<file path="src/rtl/cluster_link_formatter.sv">
// Compacts the 8 cluster addresses of each bx and emits them as four 28-bit link frames.
// Optional macro CLUSTER_LINK_BC0_EN: bc0 is carried in the flag bit of frame 0 slot 0.
module cluster_link_formatter #(
  parameter int MAX_ADR       = 1536,
  parameter int FRAMES_PER_BX = 4
) (
  input  logic        clock4x,
  input  logic        global_reset,
  input  logic        bx_strobe,
  input  logic        bc0,
  input  logic [10:0] adr0,
  input  logic [10:0] adr1,
  input  logic [10:0] adr2,
  input  logic [10:0] adr3,
  input  logic [10:0] adr4,
  input  logic [10:0] adr5,
  input  logic [10:0] adr6,
  input  logic [10:0] adr7,
  output logic [27:0] link_data,
  output logic        frame_start,
  output logic [3:0]  cluster_count,
  output logic        sync_err
);

  localparam logic [11:0] MAX_ADR_L  = 12'(MAX_ADR);
  localparam logic [1:0]  LAST_PHASE = 2'(FRAMES_PER_BX - 1);
  localparam logic [27:0] IDLE_LINK  = 28'h3FFFFFF;

  typedef enum logic {IDLE, SEND} state_t;

  logic [7:0][10:0] adr_in;
  assign adr_in = {adr7, adr6, adr5, adr4, adr3, adr2, adr1, adr0};

  // Stage 1: raw capture plus validity mask
  logic [7:0][10:0] s1_adr_q;
  logic [7:0]       s1_mask_q;
  logic             s1_vld_q;
  logic             flag0;

  always_ff @(posedge clock4x) begin
    if (global_reset) begin
      s1_vld_q  <= 1'b0;
      s1_mask_q <= '0;
      s1_adr_q  <= '1;
    end else begin
      s1_vld_q <= bx_strobe;
      if (bx_strobe) begin
        s1_adr_q <= adr_in;
        for (int i = 0; i < 8; i++) begin
          s1_mask_q[i] <= ({1'b0, adr_in[i]} < MAX_ADR_L);
        end
      end
    end
  end

`ifdef CLUSTER_LINK_BC0_EN
  logic s1_bc0_q;
  always_ff @(posedge clock4x) begin
    if (global_reset) begin
      s1_bc0_q <= 1'b0;
    end else if (bx_strobe) begin
      s1_bc0_q <= bc0;
    end
  end
  assign flag0 = s1_bc0_q;
`else
  logic unused_bc0;
  assign unused_bc0 = bc0;
  assign flag0      = 1'b0;
`endif

  // Compaction: valid entries move to the front in input order, the rest stay padded
  logic [7:0][10:0] cmp_adr_d;
  logic [7:0]       cmp_vld_d;
  logic [3:0]       cmp_cnt_d;

  always_comb begin
    cmp_adr_d = '1;
    cmp_vld_d = '0;
    cmp_cnt_d = '0;
    for (int i = 0; i < 8; i++) begin
      if (s1_mask_q[i]) begin
        cmp_adr_d[cmp_cnt_d[2:0]] = s1_adr_q[i];
        cmp_vld_d[cmp_cnt_d[2:0]] = 1'b1;
        cmp_cnt_d                 = cmp_cnt_d + 4'd1;
      end
    end
  end

  function automatic logic [13:0] make_slot(input logic v, input logic f, input logic [10:0] a);
    logic [12:0] body;
    body = {v, f, a};
    return {body, ^body};
  endfunction

  function automatic logic [27:0] make_frame(input logic [1:0] k, input logic [7:0] vld,
                                             input logic [7:0][10:0] adr, input logic f0);
    logic [2:0] i0;
    logic [2:0] i1;
    i0 = {k, 1'b0};
    i1 = {k, 1'b1};
    return {make_slot(vld[i1], 1'b0, adr[i1]),
            make_slot(vld[i0], (k == 2'd0) ? f0 : 1'b0, adr[i0])};
  endfunction

  // Stage 2 and emitter. Frame 0 is formatted straight from the compaction result so it
  // leaves in the same edge that loads the stage-2 list; frames 1..3 read stage 2.
  state_t           state_q;
  logic [1:0]       phase_q;
  logic [7:0][10:0] s2_adr_q;
  logic [7:0]       s2_vld_q;
  logic [27:0]      link_q;
  logic             fs_q;
  logic [3:0]       cnt_q;
  logic             err_q;

  always_ff @(posedge clock4x) begin
    if (global_reset) begin
      state_q  <= IDLE;
      phase_q  <= 2'd0;
      s2_adr_q <= '1;
      s2_vld_q <= '0;
      link_q   <= IDLE_LINK;
      fs_q     <= 1'b0;
      cnt_q    <= 4'd0;
      err_q    <= 1'b0;
    end else if (s1_vld_q) begin
      if (state_q == SEND && phase_q != LAST_PHASE) begin
        err_q <= 1'b1;
      end
      state_q  <= SEND;
      phase_q  <= 2'd0;
      s2_adr_q <= cmp_adr_d;
      s2_vld_q <= cmp_vld_d;
      cnt_q    <= cmp_cnt_d;
      link_q   <= make_frame(2'd0, cmp_vld_d, cmp_adr_d, flag0);
      fs_q     <= 1'b1;
    end else if (state_q == SEND) begin
      fs_q <= 1'b0;
      if (phase_q == LAST_PHASE) begin
        state_q <= IDLE;
        link_q  <= IDLE_LINK;
      end else begin
        phase_q <= phase_q + 2'd1;
        link_q  <= make_frame(phase_q + 2'd1, s2_vld_q, s2_adr_q, 1'b0);
      end
    end else begin
      fs_q   <= 1'b0;
      link_q <= IDLE_LINK;
    end
  end

  assign link_data     = link_q;
  assign frame_start   = fs_q;
  assign cluster_count = cnt_q;
  assign sync_err      = err_q;

endmodule

</file>
<file path="config.mk">
export PLATFORM = sky130hd
export DESIGN_NAME = cluster_link_formatter
export DESIGN_NICKNAME = d
export VERILOG_FILES = /design/src/rtl/cluster_link_formatter.sv
export SDC_FILE = /design/constraint.sdc
export NUM_CORES = 1
export LEC_CHECK = 0
export ABC_AREA = 1
export BUFFER_PORTS_ARGS = -buffer_cell sky130_fd_sc_hd__buf_2
export CAP_MARGIN = 0
export CORE_ASPECT_RATIO = 1.4
export CORE_MARGIN = 4
export CORE_UTILIZATION = 55
export DETAILED_ROUTE_END_ITERATION = 16
export PLACE_DENSITY = 0.74
export SYNTH_ARGS = -nofsm -noshare
export SYNTH_HDL_FRONTEND = slang
export SYNTH_SLANG_ARGS = --single-unit
</file>
<file path="constraint.sdc">
create_clock -name clock4x -period 8.4 [get_ports clock4x]
set_clock_uncertainty 0.1 [all_clocks]
set_input_delay 1.68 -clock clock4x [delete_from_list [all_inputs] [get_ports clock4x]]
set_output_delay 1.68 -clock clock4x [all_outputs]
set_load 0.1 [all_outputs]
</file>
== After elaboration in Yosys (flattened, before gate mapping) ==
Cells that the tools add are included.
Storage, ports and cells
  register bits after elaboration: 230
  input bits: 92
  output and inout bits: 34
  logic and storage cells: 159
Operators by class
  add/sub/neg operators: 8
  order comparisons: 24
  eq/ne operators: 2
  multiplexer cells: 74
  bitwise gates (word level): 9
  reduce and logical (&&, ||, !) cells: 16
Operators by type and width (count)
  $bwmux W88: 7
  $mux W88: 7
  $demux W11 S3: 7
  $mux W11: 10
  $lt A11 B11 Y1 const B: 8
  $mux W28: 3
  $mux W8: 7
  $reduce_xor A13 Y1: 4
  $or A8 B8 Y8: 6
  $bmux W11 S2: 2
  $lt A3 B4 Y1 const B: 9
  $add A4 B1 Y4 const B: 7
  $mux W4: 7
  $demux W1 S3: 7
  $ge A3 B1 Y1 const B: 7
  $mux W1: 15
  $logic_and A1 B1 Y1: 8
  $or A1 B8 Y8: 1
  $bmux W1 S2: 2
  $reduce_and A2 Y1: 2
  $reduce_or A3 Y1: 1
  $add A2 B1 Y2 const B: 1
  $eq A2 B2 Y1 const B: 1
  $ne A2 B2 Y1 const B: 1
  other kinds (2): 3

== Depth between registers and ports, before layout ==
  depth in word-level cells: 21
  mapped depth: 37
  mapped depth without buffers: 35

== Worst setup path after synthesis ==
OpenSTA, ideal clock, no wires.
  kind: flip-flop to flip-flop
  from: register s1_mask_q[0]
  to: register link_q[14] (netlist: link_data[14])
  library setup time: 0.115 ns
  arrival time: 4.958 ns
  required time: 8.185 ns
  path slack: 3.227 ns
  stages on the path, launching flop included: 32
  path buffers: 2
  period minus slack after synthesis: 5.173 ns
  cell sequence: dfxtp_1 -> buf_2 -> clkinv_1 -> fa_1 -> inv_1 -> ha_1 -> nand2_1 -> o21ai_1 -> ha_1 -> or2_2 -> o21ai_1 -> inv_1 -> ha_1 -> nor2_1 -> a21oi_1 -> ha_1 -> or2_2 -> nand2_1 -> nand2_2 -> nor2_4 -> buf_6 -> nand2_1 -> nand2_1 -> nand2_1 -> nand2_2 -> inv_2 -> nand2_1 -> nand2_1 -> nand2_1 -> nand3_1 -> nand3_1 -> nand2_1
Between the ends
  word-level cells in the longest chain between the ends: 21
  elaborated cells on any way between the ends: 92
RTL lines
  start, declared: line 36  | logic [7:0] s1_mask_q;
  start signal, assigned by index: line 50  | s1_mask_q[i] <= ({1'b0, adr_in[i]} < MAX_ADR_L);
  $mux W1 *: line 82  | if (s1_mask_q[i]) begin
  $add A4 B1 Y4, or another cell as far along: line 85  | cmp_cnt_d = cmp_cnt_d + 4'd1;
  $mux W4 / $logic_and A1 B1 Y1 (equally long branches): line 82, 83, 84
  $add A4 B1 Y4, or another cell as far along: line 85
  $mux W4, or another cell as far along: line 82
  $add A4 B1 Y4, or another cell as far along: line 85
  $mux W4, or another cell as far along: line 82
  $add A4 B1 Y4, or another cell as far along: line 85
  (+5 left out)
  $lt A3 B4 Y1 (implied by the code), or another cell as far along: line 83, 84
  $logic_and A1 B1 Y1 (implied by the code), or another cell as far along: line 83, 84
  $mux W11 (implied by the code), or another cell as far along: line 83  | cmp_adr_d[cmp_cnt_d[2:0]] = s1_adr_q[i];
  $demux W11 S3, or another cell as far along: line 83
  $bwmux W88 / $or A8 B8 Y8 (equally long branches)
  $mux W88 / $mux W8 (equally long branches): line 82
  $reduce_xor A13 Y1 *: line 93  | return {body, ^body};
  $mux W28 *: line 127  | end else if (s1_vld_q) begin
  end signal, assigned: line 136  | link_q <= make_frame(2'd0, cmp_vld_d, cmp_adr_d, flag0);
  end signal, assigned: line 145  | link_q <= make_frame(phase_q + 2'd1, s2_vld_q, s2_adr_q, 1'b0);
  end, declared: line 112  | logic [27:0] link_q;
Mark *: on every way between the ends. The rest lies on a longest branch, timed or not.
A chain may end at the register's enable or synchronous reset.

== Worst setup path in the final report ==
  from: register s1_mask_q[1]
  to: register link_q[14] (netlist: link_data[14])
Between the ends
  word-level cells in the longest chain between the ends: 19
  elaborated cells on any way between the ends: 81
RTL lines (line)
  $mux W4: 82
  $add A4 B1 Y4, or another cell as far along: 85
  $mux W4 / $logic_and A1 B1 Y1 (equally long branches): 82, 83, 84
  $add A4 B1 Y4, or another cell as far along: 85
  $mux W4, or another cell as far along: 82
  $add A4 B1 Y4, or another cell as far along: 85
  $mux W4, or another cell as far along: 82
  $add A4 B1 Y4, or another cell as far along: 85
  (+3 left out)
  $lt A3 B4 Y1 (implied by the code), or another cell as far along: 83, 84
  $logic_and A1 B1 Y1 (implied by the code), or another cell as far along: 83, 84
  $mux W11 (implied by the code), or another cell as far along: 83
  $demux W11 S3, or another cell as far along: 83
  $bwmux W88 / $or A8 B8 Y8 (equally long branches)
  $mux W88 / $mux W8 (equally long branches): 82
  $reduce_xor A13 Y1 *: 93
  $mux W28 *: 127
Marks and branches as above.

==> flow_metrics.py <==
metrics = {
    "setup_path": {
        "critPathLaunch": "s1_mask_q[1]",
        "critPathBufInv": 4,
        "cp_slowest_cell": "dfxtp_1",
        "startpoint_type": "flop",
        "cp_slowest_stage_delay_ps": 580,
        "end_kind": "flop",
        "cp_common_cell": "nand2_1",
        "cp_max_fo": 22,
        "r2r_cells": 31,
        "rr_startpoint": "s1_mask_q[1]",
        "critPathTopFamily": "simple AND/OR/NAND/NOR gates",
        "cp_data_arrival_time_ps": 6740,
        "path_class": "reg -> reg",
        "worst-path-stages": 31,
        "r2r_end": "link_data[14]",
        "r2r_slack_ps": 1990,
        "worstPathRequired_ps": 8730,
    },
    "cts": {
        "cts-htree-levels": 1,
        "clock-sinks": 229,
        "clk_latency_ps": 550,
        "numCtsBuffers": 24,
        "clk_pin_slew_worst_paths_ps": 60,
        "cts_max_path_buffers": 3,
        "cts_setup_buffers": 0,
        "cts_tree": "done",
        "cts_hold_buf": 0,
        "cts_resized": 0,
        "root_buffer": "clkbuf_16",
    },
    "placement": {
        "dp.cells": 2659,
        "port_buffers": 123,
        "place_hpwl_um": 42400,
        "gp_congestion": 1.064,
    },
    "yosys": {
        "synth_top_area_cell": "dfxtp_1",
        "synth.net_count": 2466,
        "syn_avg_cell_area_um2": 6.205,
        "synthFlopType": "dfxtp_1",
        "synth_area_um2": 14660,
        "netlist_instances": 2362,
        "synth.most_common_cell": "nand2_1",
        "synth_warnings": 0,
        "synth_edf_count": 0,
        "synthAdderAreaFrac_pct": 1.076,
        "ys_top_cells_by_count": "nand2_1 (741), o21ai_0 (299), dfxtp_1 (229), inv_1 (173), a21oi_1 (159)",
        "synthArstFlopShare_pct": 0,
        "synth_top_area_share_pct": 31.28,
        "synthMuxAreaShare_pct": 0,
        "yosys.area_share.simple_pct": 29.13,
        "synth_xor_area_share_pct": 1.486,
        "synth_compound_area_share_pct": 27.00,
        "ys_ff_latch": 229,
        "synthTopCellsByArea": "dfxtp_1 (31%), nand2_1 (19%), o21ai_0 (10%)",
        "netlist-cell-type-count": 42,
        "seq_area_frac_synth_pct": 31.28,
        "synth_top_family_by_area": "simple AND/OR/NAND/NOR gates",
    },
    "timing": {
        "finalCritPeriodShare_pct": 76.26,
        "fmax_ghz": 0.1561,
        "finalMaxSlewViolations": 0,
        "setup_viol": 0,
        "fin_crit_ps": 6406,
        "grt_setup_unrepaired": "false",
        "hold_viol": 0,
        "timing.setup.tns_ps": 0,
        "maxSlewHeadroom_pct": 26.74,
        "tightest_slew_ps": 1092,
    },
    "global_routing": {
        "grt.busiest_layer": "met2",
        "use_met3_pct": 3.852,
        "antenna_found_initial": 0,
        "grt_pass1_vias": 15008,
        "met2_usage_pct": 62.49,
        "grt_max_degree": 90,
        "grt_overflow_total": 0,
        "use_met1_pct": 44.93,
        "grt_pass1_wl_um": 86650,
        "grt_usage_pct": 36.91,
    },
    "floorplan": {
        "fp.dieW_um": 146.0,
        "rows": 70,
        "fp.dieArea_um2": 29360,
        "core_area_um2": 26190,
        "start_util_pct": 55.96,
        "die_h_um": 201.1,
        "io_pins": 126,
    },
    "route": {
        "viasPerCell": 6.035,
        "routed_wl_um": 56360,
        "num_vias": 16301,
        "first_pass_iters": 6,
        "drc": 0,
        "wl_per_cell_um": 20.87,
        "ant_nets": 0,
        "drtIter0Drc": 1684,
    },
    "worst_hold_path": {
        "hp-class": "reg -> reg",
        "whs_endpoint": "s2_adr_q[70]",
        "min_from": "s2_adr_q[70]",
        "holdPathStages": 2,
    },
    "cells_and_area": {
        "fillCellCount": 2610,
        "final_cells": 2701,
        "nets": 2465,
        "drive_gt1_share_pct": 9.971,
        "area_growth_pct": 8.503,
        "antenna_cells": 0,
    },
    "power_and_ir_drop": {
        "peakVddDrop_mv": 0.1813,
        "p_leak_nw": 7.907,
        "powerDensity_nw_per_um2": 212.3,
        "p_total_mw": 3.375,
    },
    "run_status": {
        "status": "completed",
    },
    "flow_run": {
        "maxCapViolCount": 0,
    },
}
## flip-flops by register name, indices dropped and copies added (netlist names)
name           flops
s1_adr_q          88
s2_adr_q          88
link_data         27
s1_mask_q          8
s2_vld_q           8
cluster_count      4
phase_q            2
frame_start        1
s1_vld_q           1
state_q            1
sync_err           1
## per-stage QoR
stage	setup WS, ps	hold WS, ps	area, µm²	utilization (%)
after floorplan	3227	323.1	14660	-
after global placement	2355	335.2	15100	57.64
after detailed placement	2146	340.8	15100	57.64
after CTS	2123	349.5	15900	60.72
after global routing	1574	373.4	15900	60.72
final	1994	350.1	15900	60.72
## area by class of cell
| cell class | instances | area (µm²) | area share, % |
|---|---|---|---|
| multi-input combinational | 1768 | 8618 | 54.20 |
| clock buffer | 32 | 691.9 | 4.351 |
| inverter | 200 | 755.7 | 4.753 |
| sequential | 229 | 4586 | 28.84 |
| timing repair buffer | 138 | 730.7 | 4.595 |
| tap | 324 | 405.4 | 2.549 |
| clock inverter | 10 | 113.9 | 0.7160 |
## placed cells by master (no fill, tap or decap), types with 2 or more instances in the layout
cell        netlist  final
o22ai_1          52     52
xnor2_1          14     14
nand3_4           2      2
o21ai_0         299    299
or2_2             3      3
ha_1             11     11
bufinv_16         0      2
nand3_2           4      4
nor2_4            2      3
a32o_1           13     13
nor2_2            2      2
inv_4             2      2
nand2_2          14     14
dfxtp_1         229    228
nand3b_1          2      2
nor2_1          107    106
a31oi_1          25     25
inv_1           173    172
clkinv_2          0      3
clkinv_1          5      5
o21ai_1          46     46
xor2_1            9      9
o211ai_1         92     92
nand2_1         741    741
clkinvlp_4        0      4
clkbuf_1        122      3
clkbuf_8          0      4
o221ai_1         12     12
inv_2            20     21
clkbuf_16         0     25
and2_1            2      2
nand4_1          39     39
buf_2            22    122
nand2_4           4      4
buf_4             5     16
nand3_1         105    105
a22o_1            2      2
a21oi_1         159    159
## worst max-delay path by stage
stage                    endpoint  slack (ps)
floorplan           link_data[14]        3230
global placement    link_data[14]        2350
detailed placement  link_data[14]        2150
CTS                 link_data[14]        2120
global route        link_data[14]        1570
finish              link_data[14]        1990
## layer usage
metal | share of wire (%) | wire (µm)
met5 | 0 | 0
met4 | 6.8 | 3833
met3 | 6.9 | 3916
met2 | 47 | 26620
met1 | 39 | 22000
## tightest hold or removal path, cell delays in order (launching register included)
cell and delay (ps):
dfxtp_1 300, inv_1 50, a21oi_1 50
## cell families (layout without fill, tap and decap cells)
group	Yosys count	after routing
xor gates and xnor gates	24	24
AOI/OAI and AO/OA	701	701
adders and majority gates	12	12
DFF	229	229
and+or+nand+nor	1030	1030
other	1	1
buffers and inverters	365	380
## power by group
group          switching [mW]  internal (mW)
clock network           0.467          0.640
registers              0.0551           1.15
logic                   0.771          0.292
Power figures use the tool's default switching activity.
